[config.mk]
export PLATFORM = sky130hd
export DESIGN_NAME = core_prefetch_queue
export DESIGN_NICKNAME = d
export VERILOG_FILES = /design/src/rtl/core_prefetch_queue_pkg.sv /design/src/rtl/core_prefetch_queue_fifo.sv /design/src/rtl/core_prefetch_queue.sv
export SDC_FILE = /design/constraint.sdc
export NUM_CORES = 1
export LEC_CHECK = 0
export BUFFER_PORTS_ARGS = -buffer_cell sky130_fd_sc_hd__buf_2
export CORE_ASPECT_RATIO = 0.6
export CORE_MARGIN = 2
export CORE_UTILIZATION = 35
export CTS_BUF_LIST = sky130_fd_sc_hd__clkbuf_4
export DETAILED_ROUTE_END_ITERATION = 8
export PLACE_DENSITY = 0.6
export RECOVER_POWER = 25
export SLEW_MARGIN = 20
export SYNTH_ARGS = -nofsm -noshare
export SYNTH_HDL_FRONTEND = slang
export SYNTH_HIERARCHICAL = 1
export SYNTH_SLANG_ARGS = --single-unit
[constraint.sdc]
create_clock -name clk -period 6.2 [get_ports clk]
set_input_delay 0.62 -clock clk [delete_from_list [all_inputs] [get_ports clk]]
set_output_delay 0.62 -clock clk [all_outputs]
set_load 0.01 [all_outputs]
[src/rtl/core_prefetch_queue_pkg.sv]
// core_prefetch_queue_pkg: shared core uarch types and instruction constants
package core_prefetch_queue_pkg;
  localparam int PTR_W = 16;
  typedef logic [31:0] word;
  typedef logic [15:0] hword;
  typedef logic [PTR_W-1:0] ptr;
  typedef logic [PTR_W:0] hptr;
  localparam hword NOP = 16'h0001;
  localparam hword DNOP = 16'h0000;
endpackage

[src/rtl/core_prefetch_queue_fifo.sv]
// core_prefetch_fifo: DEPTH-word circular buffer with push/pop/clear and occupancy count
module core_prefetch_fifo
  import core_prefetch_queue_pkg::*;
#(
  parameter int DEPTH = 4,
  localparam int AW = $clog2(DEPTH),
  localparam int CW = AW + 1
) (
  input  logic          clk,
  input  logic          rst_n,
  input  logic          clr,
  input  logic          push,
  input  logic          pop,
  input  word           wdata,
  output word           rdata,
  output logic [CW-1:0] count
);
  word mem_q [DEPTH];
  logic [AW-1:0] wr_q, wr_d, rd_q, rd_d;
  logic [CW-1:0] count_q, count_d;
  logic do_push, do_pop;
  always_comb begin
    do_pop = !clr && pop && count_q != '0;
    do_push = !clr && push && (count_q != CW'(DEPTH) || do_pop);
    wr_d = clr ? '0 : wr_q + AW'(do_push);
    rd_d = clr ? '0 : rd_q + AW'(do_pop);
    count_d = clr ? '0 : count_q + CW'(do_push) - CW'(do_pop);
  end
  always_ff @(posedge clk or negedge rst_n) begin
    if (!rst_n) begin
      wr_q <= '0;
      rd_q <= '0;
      count_q <= '0;
    end else begin
      wr_q <= wr_d;
      rd_q <= rd_d;
      count_q <= count_d;
    end
  end
  always_ff @(posedge clk) if (do_push) mem_q[wr_q] <= wdata;
  assign rdata = mem_q[rd_q];
  assign count = count_q;
endmodule

[src/rtl/core_prefetch_queue.sv]
// core_prefetch_queue: instruction prefetch queue; define CORE_PREFETCH_BYPASS_EN to forward responses into an empty queue combinationally
module core_prefetch_queue
  import core_prefetch_queue_pkg::*;
#(
  parameter int DEPTH = 4,
  parameter int MAX_OUTSTANDING = 2
) (
  input  logic clk,
  input  logic rst_n,
  input  logic flush,
  input  hptr  flush_target,
  input  logic stall,
  output logic req,
  output ptr   req_addr,
  input  logic req_ready,
  input  logic rsp_valid,
  input  word  rsp_data,
  output hword hi_insn,
  output hword lo_insn,
  output logic hi_valid,
  output logic lo_valid,
  output hptr  hi_insn_pc,
  output hptr  lo_insn_pc,
  output ptr   pair_pc
);
  localparam int CW = $clog2(DEPTH) + 1;
  localparam int SW = CW + 1;
  logic [CW-1:0] count, outstanding_q, outstanding_d, drop_cnt_q, drop_cnt_d;
  ptr req_addr_q, req_addr_d, pair_pc_q, pair_pc_d;
  logic split_q, split_d;
  word head, fifo_rdata;
  logic req_fire, rsp_ok, bypass_hit, present, consume, push, pop;
  core_prefetch_fifo #(.DEPTH(DEPTH)) u_fifo (
    .clk(clk),
    .rst_n(rst_n),
    .clr(flush),
    .push(push),
    .pop(pop),
    .wdata(rsp_data),
    .rdata(fifo_rdata),
    .count(count)
  );
  always_comb begin
    req = !flush && SW'(count) + SW'(outstanding_q) < SW'(DEPTH) && outstanding_q < CW'(MAX_OUTSTANDING);
    req_fire = req && req_ready;
    rsp_ok = rsp_valid && !flush && drop_cnt_q == '0;
`ifdef CORE_PREFETCH_BYPASS_EN
    bypass_hit = rsp_ok && count == '0;
`else
    bypass_hit = 1'b0;
`endif
    present = !flush && (count != '0 || bypass_hit);
    consume = present && !stall;
    head = count != '0 ? fifo_rdata : rsp_data;
    push = rsp_ok && !(bypass_hit && !stall);
    pop = consume && count != '0;
    outstanding_d = outstanding_q + CW'(req_fire) - CW'(rsp_valid);
    // words already in flight at a redirect are stale and must be discarded on arrival
    drop_cnt_d = flush ? outstanding_q - CW'(rsp_valid) : drop_cnt_q - CW'(rsp_valid && drop_cnt_q != '0);
    req_addr_d = flush ? flush_target[PTR_W:1] : req_addr_q + PTR_W'(req_fire);
    pair_pc_d = flush ? flush_target[PTR_W:1] : pair_pc_q + PTR_W'(consume);
    split_d = flush ? flush_target[0] : split_q && !consume;
    hi_valid = present && !split_q;
    lo_valid = present;
    hi_insn = !present ? DNOP : split_q ? NOP : head[31:16];
    lo_insn = !present ? DNOP : split_q ? head[31:16] : head[15:0];
    hi_insn_pc = {pair_pc_q, 1'b1};
    lo_insn_pc = {pair_pc_q, split_q};
  end
  always_ff @(posedge clk or negedge rst_n) begin
    if (!rst_n) begin
      outstanding_q <= '0;
      drop_cnt_q <= '0;
      req_addr_q <= '0;
      pair_pc_q <= '0;
      split_q <= 1'b0;
    end else begin
      outstanding_q <= outstanding_d;
      drop_cnt_q <= drop_cnt_d;
      req_addr_q <= req_addr_d;
      pair_pc_q <= pair_pc_d;
      split_q <= split_d;
    end
  end
  assign req_addr = req_addr_q;
  assign pair_pc = pair_pc_q;
  assert property (@(posedge clk) disable iff (!rst_n) !(rsp_valid && outstanding_q == '0 && drop_cnt_q == '0));
endmodule

After elaboration in Yosys (flattened, before gate mapping)
Memory sizes are Yosys's and may differ from the RTL's. Cells that the tools add are included.

Register bits: 46. Latch bits: 0. Bits in writable memories: 128. ROM bits: 0. Bits of input ports: 55. Output and inout bits: 101. Word-level logic and storage cells: 60. Memories: 1.

Memories: u_fifo.mem_q (words 4, bits a word 32, rd ports 1, clocked after Yosys merged registers in 0, write ports 1, line core_prefetch_queue_fifo.sv:18) `word mem_q [DEPTH];`.

$add $sub $neg: 11. $mul: 0. Divide/modulo/power cells: 0. Magnitude comparators: 2. Eq/ne operators: 1. Shifts and indexed selects: 0. Muxes and demuxes: 14. Bitwise gates (word level): 0. Reductions and logical operators: 23.

Operators with widths (number): two-way mux 16 bit (6); adder 16 x 1 -> 16 bit (2); two-way mux 32 bit (1); logical AND 1 bit (15); subtractor 3 x 1 -> 3 bit (4); adder 3 x 1 -> 3 bit (2); two-way mux 3 bit (2); nonzero test 3 bit (2); adder 2 x 1 -> 2 bit (2); adder 3 x 3 -> 4 bit (1); zero test 1 bit (4); < comparator 4 x 3 -> 1 bit, second input constant (1); two-way mux 2 bit (2); zero test 3 bit (1); < comparator 3 x 2 -> 1 bit, second input constant (1); two-way mux 1 bit (3); inequality test 3 bit, second input constant (1); logical OR 1 bit (1).

Depth between registers and ports, before layout
Word-level depth: 11. Depth in mapped cells: 13. Depth with buffers taken out: 12.

By module
The synthesis kept the hierarchy.

By module, submodules not included: core_prefetch_fifo (times used 1, cells an instance 204, area an instance 5072.4 um^2); core_prefetch_queue (times used 1, cells an instance 306, area an instance 2820.2 um^2).

Least setup slack after synthesis
OpenSTA, ideal clock, no wires.

Path type: input-to-reg. Start: input flush. End: memory u_fifo/mem_q[1][0] (netlist name), enable pin. Setup time: 0.513 ns. Data arrival time: 4.762 ns. Required time: 5.687 ns. Path slack: 0.925 ns. Stages on the path: 5. Cell sequence: or2_2 > clkbuf_1 > nor2_1 > nor4b_2 > nor4b_1.

Longest elaborated chain between the ends: 10.

Ends and longest elaborated chain: from (decl) (line core_prefetch_queue.sv:10) `input logic flush,`; zero test 1 bit (line core_prefetch_queue.sv:52) `present = !flush && (count != '0 || bypass_hit);`; logical AND 1 bit (line core_prefetch_queue.sv:52); logical AND 1 bit (line core_prefetch_queue.sv:53) `consume = present && !stall;`; logical AND 1 bit (line core_prefetch_queue.sv:56) `pop = consume && count != '0;`; net pop (line core_prefetch_queue.sv:32) `logic req_fire, rsp_ok, bypass_hit, present, consume, push, pop;`; logical AND 1 bit (2 in a row) (line core_prefetch_queue_fifo.sv:23) `do_pop = !clr && pop && count_q != '0;`; logical OR 1 bit (line core_prefetch_queue_fifo.sv:24) `do_push = !clr && push && (count_q != CW'(DEPTH) || do_pop);`; logical AND 1 bit (line core_prefetch_queue_fifo.sv:24); two-way mux 1 bit (line core_prefetch_queue_fifo.sv:40) `always_ff @(posedge clk) if (do_push) mem_q[wr_q] <= wdata;`; two-way mux 1 bit (implied by the code) (line core_prefetch_queue_fifo.sv:40); to (decl) (line core_prefetch_queue_fifo.sv:18).

The timed path passes the listed nets, and every way through them passes these cells.

Worst setup path after layout
Start: register u_fifo.count_q[1], in the netlist u_fifo/count[1]. End: register u_fifo.count_q[2], in the netlist u_fifo/count[2].

Longest elaborated chain between the ends: 11.

Ends and longest elaborated chain: from (decl) (line core_prefetch_queue_fifo.sv:20) `logic [CW-1:0] count_q, count_d;`; from (signal assigned) (line core_prefetch_queue_fifo.sv:37) `count_q <= count_d;`; nonzero test 3 bit * (line core_prefetch_queue.sv:52, core_prefetch_queue.sv:56); logical AND 1 bit (line core_prefetch_queue.sv:52); logical AND 1 bit (line core_prefetch_queue.sv:53); logical AND 1 bit * (line core_prefetch_queue.sv:56); net pop (line core_prefetch_queue.sv:32); logical AND 1 bit * (2 in a row) (line core_prefetch_queue_fifo.sv:23); logical OR 1 bit (line core_prefetch_queue_fifo.sv:24); logical AND 1 bit (line core_prefetch_queue_fifo.sv:24); adder 3 x 1 -> 3 bit (line core_prefetch_queue_fifo.sv:27) `count_d = clr ? '0 : count_q + CW'(do_push) - CW'(do_pop);`; subtractor 3 x 1 -> 3 bit * (line core_prefetch_queue_fifo.sv:27); two-way mux 3 bit * (line core_prefetch_queue_fifo.sv:27); net u_fifo.count_d[2] (line core_prefetch_queue_fifo.sv:20).

The timed path passes the listed nets; every way through them passes the cells marked *.

==> impl_metrics.yaml <==
power:
  combPwrFrac: 0.126
  swShare: 0.295
  p_switching_uw: 680
  p_leak_nw: 3.43
  clkPwrFrac: 0.285
  p_int_mw: 1.63
  p_per_area_nw_per_um2: 257
  ir_worst_vdd_v: 0.000133
  pwr-share-seq: 0.589
synthesis:
  netlist_area_um2: 7890
  ys_seq_elements: 174
  yosysUniqueCellTypes: 48
  synth_edf_count: 128
  async_reset_ff_frac: 0.264
  synth_flop_cell: "edfxtp_1"
  yosysMostFrequentCell: "edfxtp_1"
  synth.avg_cell_area_um2: 15.5
  netlist_instances: 510
  synth-warning-count: 6
  synth_top_cell_by_area: "edfxtp_1"
  syn_nets: 584
  synth_commonest_cells: "edfxtp_1, dfrtp_1, nor2_1, buf_4, mux4_2"
  synth_seq_area_share: 0.633
  synthTopCellsByArea: "edfxtp_1, dfrtp_1, mux4_2"
  yosysTopAreaCellShare: 0.487
sta:
  setup_viol: 0
  min_period_ns: 3.51
  final_max_slew_viol_count: 0
  tns_ns: 0
  rsz0062_at_grt: "no"
  clock_skew_ns: 0.0268
  hold_violations: 0
  relSlewSlack: 0.521
  tightest_slew_ns: 0.716
  fin_crit_sh: 0.566
  max_freq_ghz: 0.285
floorplanning:
  fp-row-count: 42
  die_h_um: 120
  die_w_um: 198
  die_area_um2: 23800
  ios: 156
  initial_core_util: 0.358
  core_area_um2: 22100
setup_path:
  crit_type: "reg -> reg"
  r2r-start: "u_fifo/count[1]$_DFF_PN0_"
  r2r_end: "u_fifo/count[2]$_DFF_PN0_"
  crit_path_cell_trace: "nor3_1, or2_2, nor2_1, nor4b_2, or2_2, ha_1, inv_1, ha_1, inv_1, fa_1, xnor3_1, nor2_1"
  start_kind: "flip-flop"
  crit_path_end_kind: "flip-flop"
  r2r_slack_ns: 2.69
  worstPathRequired_ns: 6.63
  critPathMaxStageDelay_ns: 0.69
  path_max_fanout: 21
  crit_path_top_delay_cell: "nor4b_2"
  arrival_ns: 3.94
  worstRegToRegCells: 12
cts:
  cts_made_buffers: 17
  cts_buffer_depth: 2
  htreeDepth: 4
  post_cts_buffers: 0
  cts_tree: "yes"
  path_clk_slew_ns: 0.17
  clkLatencyLatePin_ns: 0.57
  clkSinkCount: 174
  cts_resized: 0
  cts_hold_buf: 0
  cts-root-buf: "clkbuf_4"
drt:
  drtPass1Iterations: 4
  antenna_left: 0
  drc_errors: 0
  vias: 4684
  drt_iter0_drc: 340
  routedWlPerCell_um: 19.1
  wl_um: 17900
  avgViaCountPerCell: 4.99
grt:
  grt-ovfl-total: 0
  use_met1: 0.227
  grt_use_met2: 0.224
  grt_pass1_wl_um: 27300
  grt_util_met3: 0.0413
  grt_pass1_vias: 4672
  grt_start_max_net_pins: 47
  busiest_layer: "met1"
  globalRouteTotalUtil: 0.155
  antenna_found_initial: 1
run_status:
  status: "completed"
hold_path:
  worstHoldPathType: "in -> async"
finish:
  area_growth_pct: 13.8
  drive_above_1_share: 0.341
  nets: 712
  final.fill_count: 2065
  final_util: 0.407
placed_design:
  hpwl_um: 12300
  port_buffers: 154
  gp_congestion: 0.878
run:
  drv_cap: 0
==> cell type report <==
class / count / area [um2] / share of cell area
Antenna cell: 1 / 2.50 / 0.000279
Clock buffer: 18 / 135 / 0.0150
Clock inverter: 14 / 160 / 0.0178
Inverter: 19 / 71.3 / 0.00794
Multi-Input combinational cell: 263 / 2450 / 0.273
Sequential cell: 174 / 5000 / 0.556
Tap cell: 286 / 358 / 0.0398
Timing Repair Buffer: 163 / 805 / 0.0896
==> worst max-delay path, delay by kind of cell (launching register included) <==
kind                     cells  cell delay, ns
buffers and inverters        2            0.10
flip-flops                   1            0.50
XOR/XNOR                     1            0.20
AND/OR/NAND/NOR              6            1.87
adder cells (fa/ha/maj)      3            0.70
==> worst max-delay path by stage <==
stage	start	end	cells after the start
floorplan	flush	u_fifo/mem_q[1][0]$_DFFE_PP_	5
global placement	flush	u_fifo/count[2]$_DFF_PN0_	12
detailed placement	flush	u_fifo/count[2]$_DFF_PN0_	12
CTS	u_fifo/rd_q[0]$_DFF_PN0_	lo_insn[15]	5
global route	u_fifo/count[1]$_DFF_PN0_	u_fifo/count[2]$_DFF_PN0_	12
finish	u_fifo/count[1]$_DFF_PN0_	u_fifo/count[2]$_DFF_PN0_	12
==> power groups by stage <==
stage	sequential [mW]	clock [mW]	combinational [mW]
6_report	1.36	0.658	0.291
5_1_grt	1.37	0.727	0.326
4_1_cts	1.36	0.682	0.297
3_5_place_dp	1.38	0	0.296
3_3_place_gp	1.38	0	0.286
2_1_floorplan	1.38	0	0.190
==> metal layers <==
metal	share of wire	up-vias
met1	0.48	2391
met5	0	-
met2	0.45	138
met3	0.063	17
met4	0.013	0
li1	-	2138
==> sequential cells by signal, summed over array words and instances (netlist names) <==
register / flops
u_fifo/mem_q: 128
pair_pc: 16
req_addr: 16
drop_cnt_q: 3
outstanding_q: 3
u_fifo/count: 3
u_fifo/rd_q: 2
u_fifo/wr_q: 2
split_q: 1
==> metrics by stage <==
stage                     hold slack [ns]  area (um2)  cells  total power, mW  setup WS, ns
after floorplan                     0.324        7890    510             1.57         0.925
final                              0.0300        8980    938             2.31          2.69
after CTS                           0.194        9010    937             2.34          2.70
after global routing               0.0367        8980    938             2.42          2.41
after global placement              0.539        8720    905             1.67          2.39
after detailed placement            0.568        8720    905             1.68          2.30
==> placed cells by master (no fill, tap or decap), types with 3 or more instances in the layout <==
| cell type | count |
|---|---|
| mux2i_1 | 20 |
| nand3_1 | 7 |
| clkinv_8 | 3 |
| nand4_1 | 9 |
| xor2_1 | 11 |
| o21ai_0 | 8 |
| nor3_1 | 7 |
| and4_1 | 4 |
| nor2_1 | 40 |
| buf_2 | 124 |
| nand2_1 | 14 |
| buf_4 | 10 |
| inv_8 | 6 |
| a31oi_1 | 4 |
| ha_1 | 17 |
| clkbuf_1 | 29 |
| nor4_1 | 6 |
| a21oi_1 | 6 |
| inv_1 | 19 |
| dfrtp_1 | 45 |
| nor2b_1 | 4 |
| nor4b_2 | 3 |
| mux2_2 | 15 |
| inv_6 | 4 |
| clkbuf_4 | 18 |
| and2_1 | 16 |
| mux4_2 | 30 |
| xnor2_1 | 15 |
| edfxtp_1 | 128 |
==> cell families (layout without fill, tap and decap cells) <==
family	Yosys count	count (layout)	synth area share
AO/OA/AOI/OAI	26	26	0.0203
XOR/XNOR	27	27	0.0317
adder cells (fa/ha/maj)	19	19	0.0320
buffers and inverters	73	214	0.0593
flip-flops	174	174	0.633
multiplexers	67	67	0.139
other	1	2	0.000475
AND/OR/NAND/NOR	123	123	0.0843
Power figures use the tool's default switching activity.
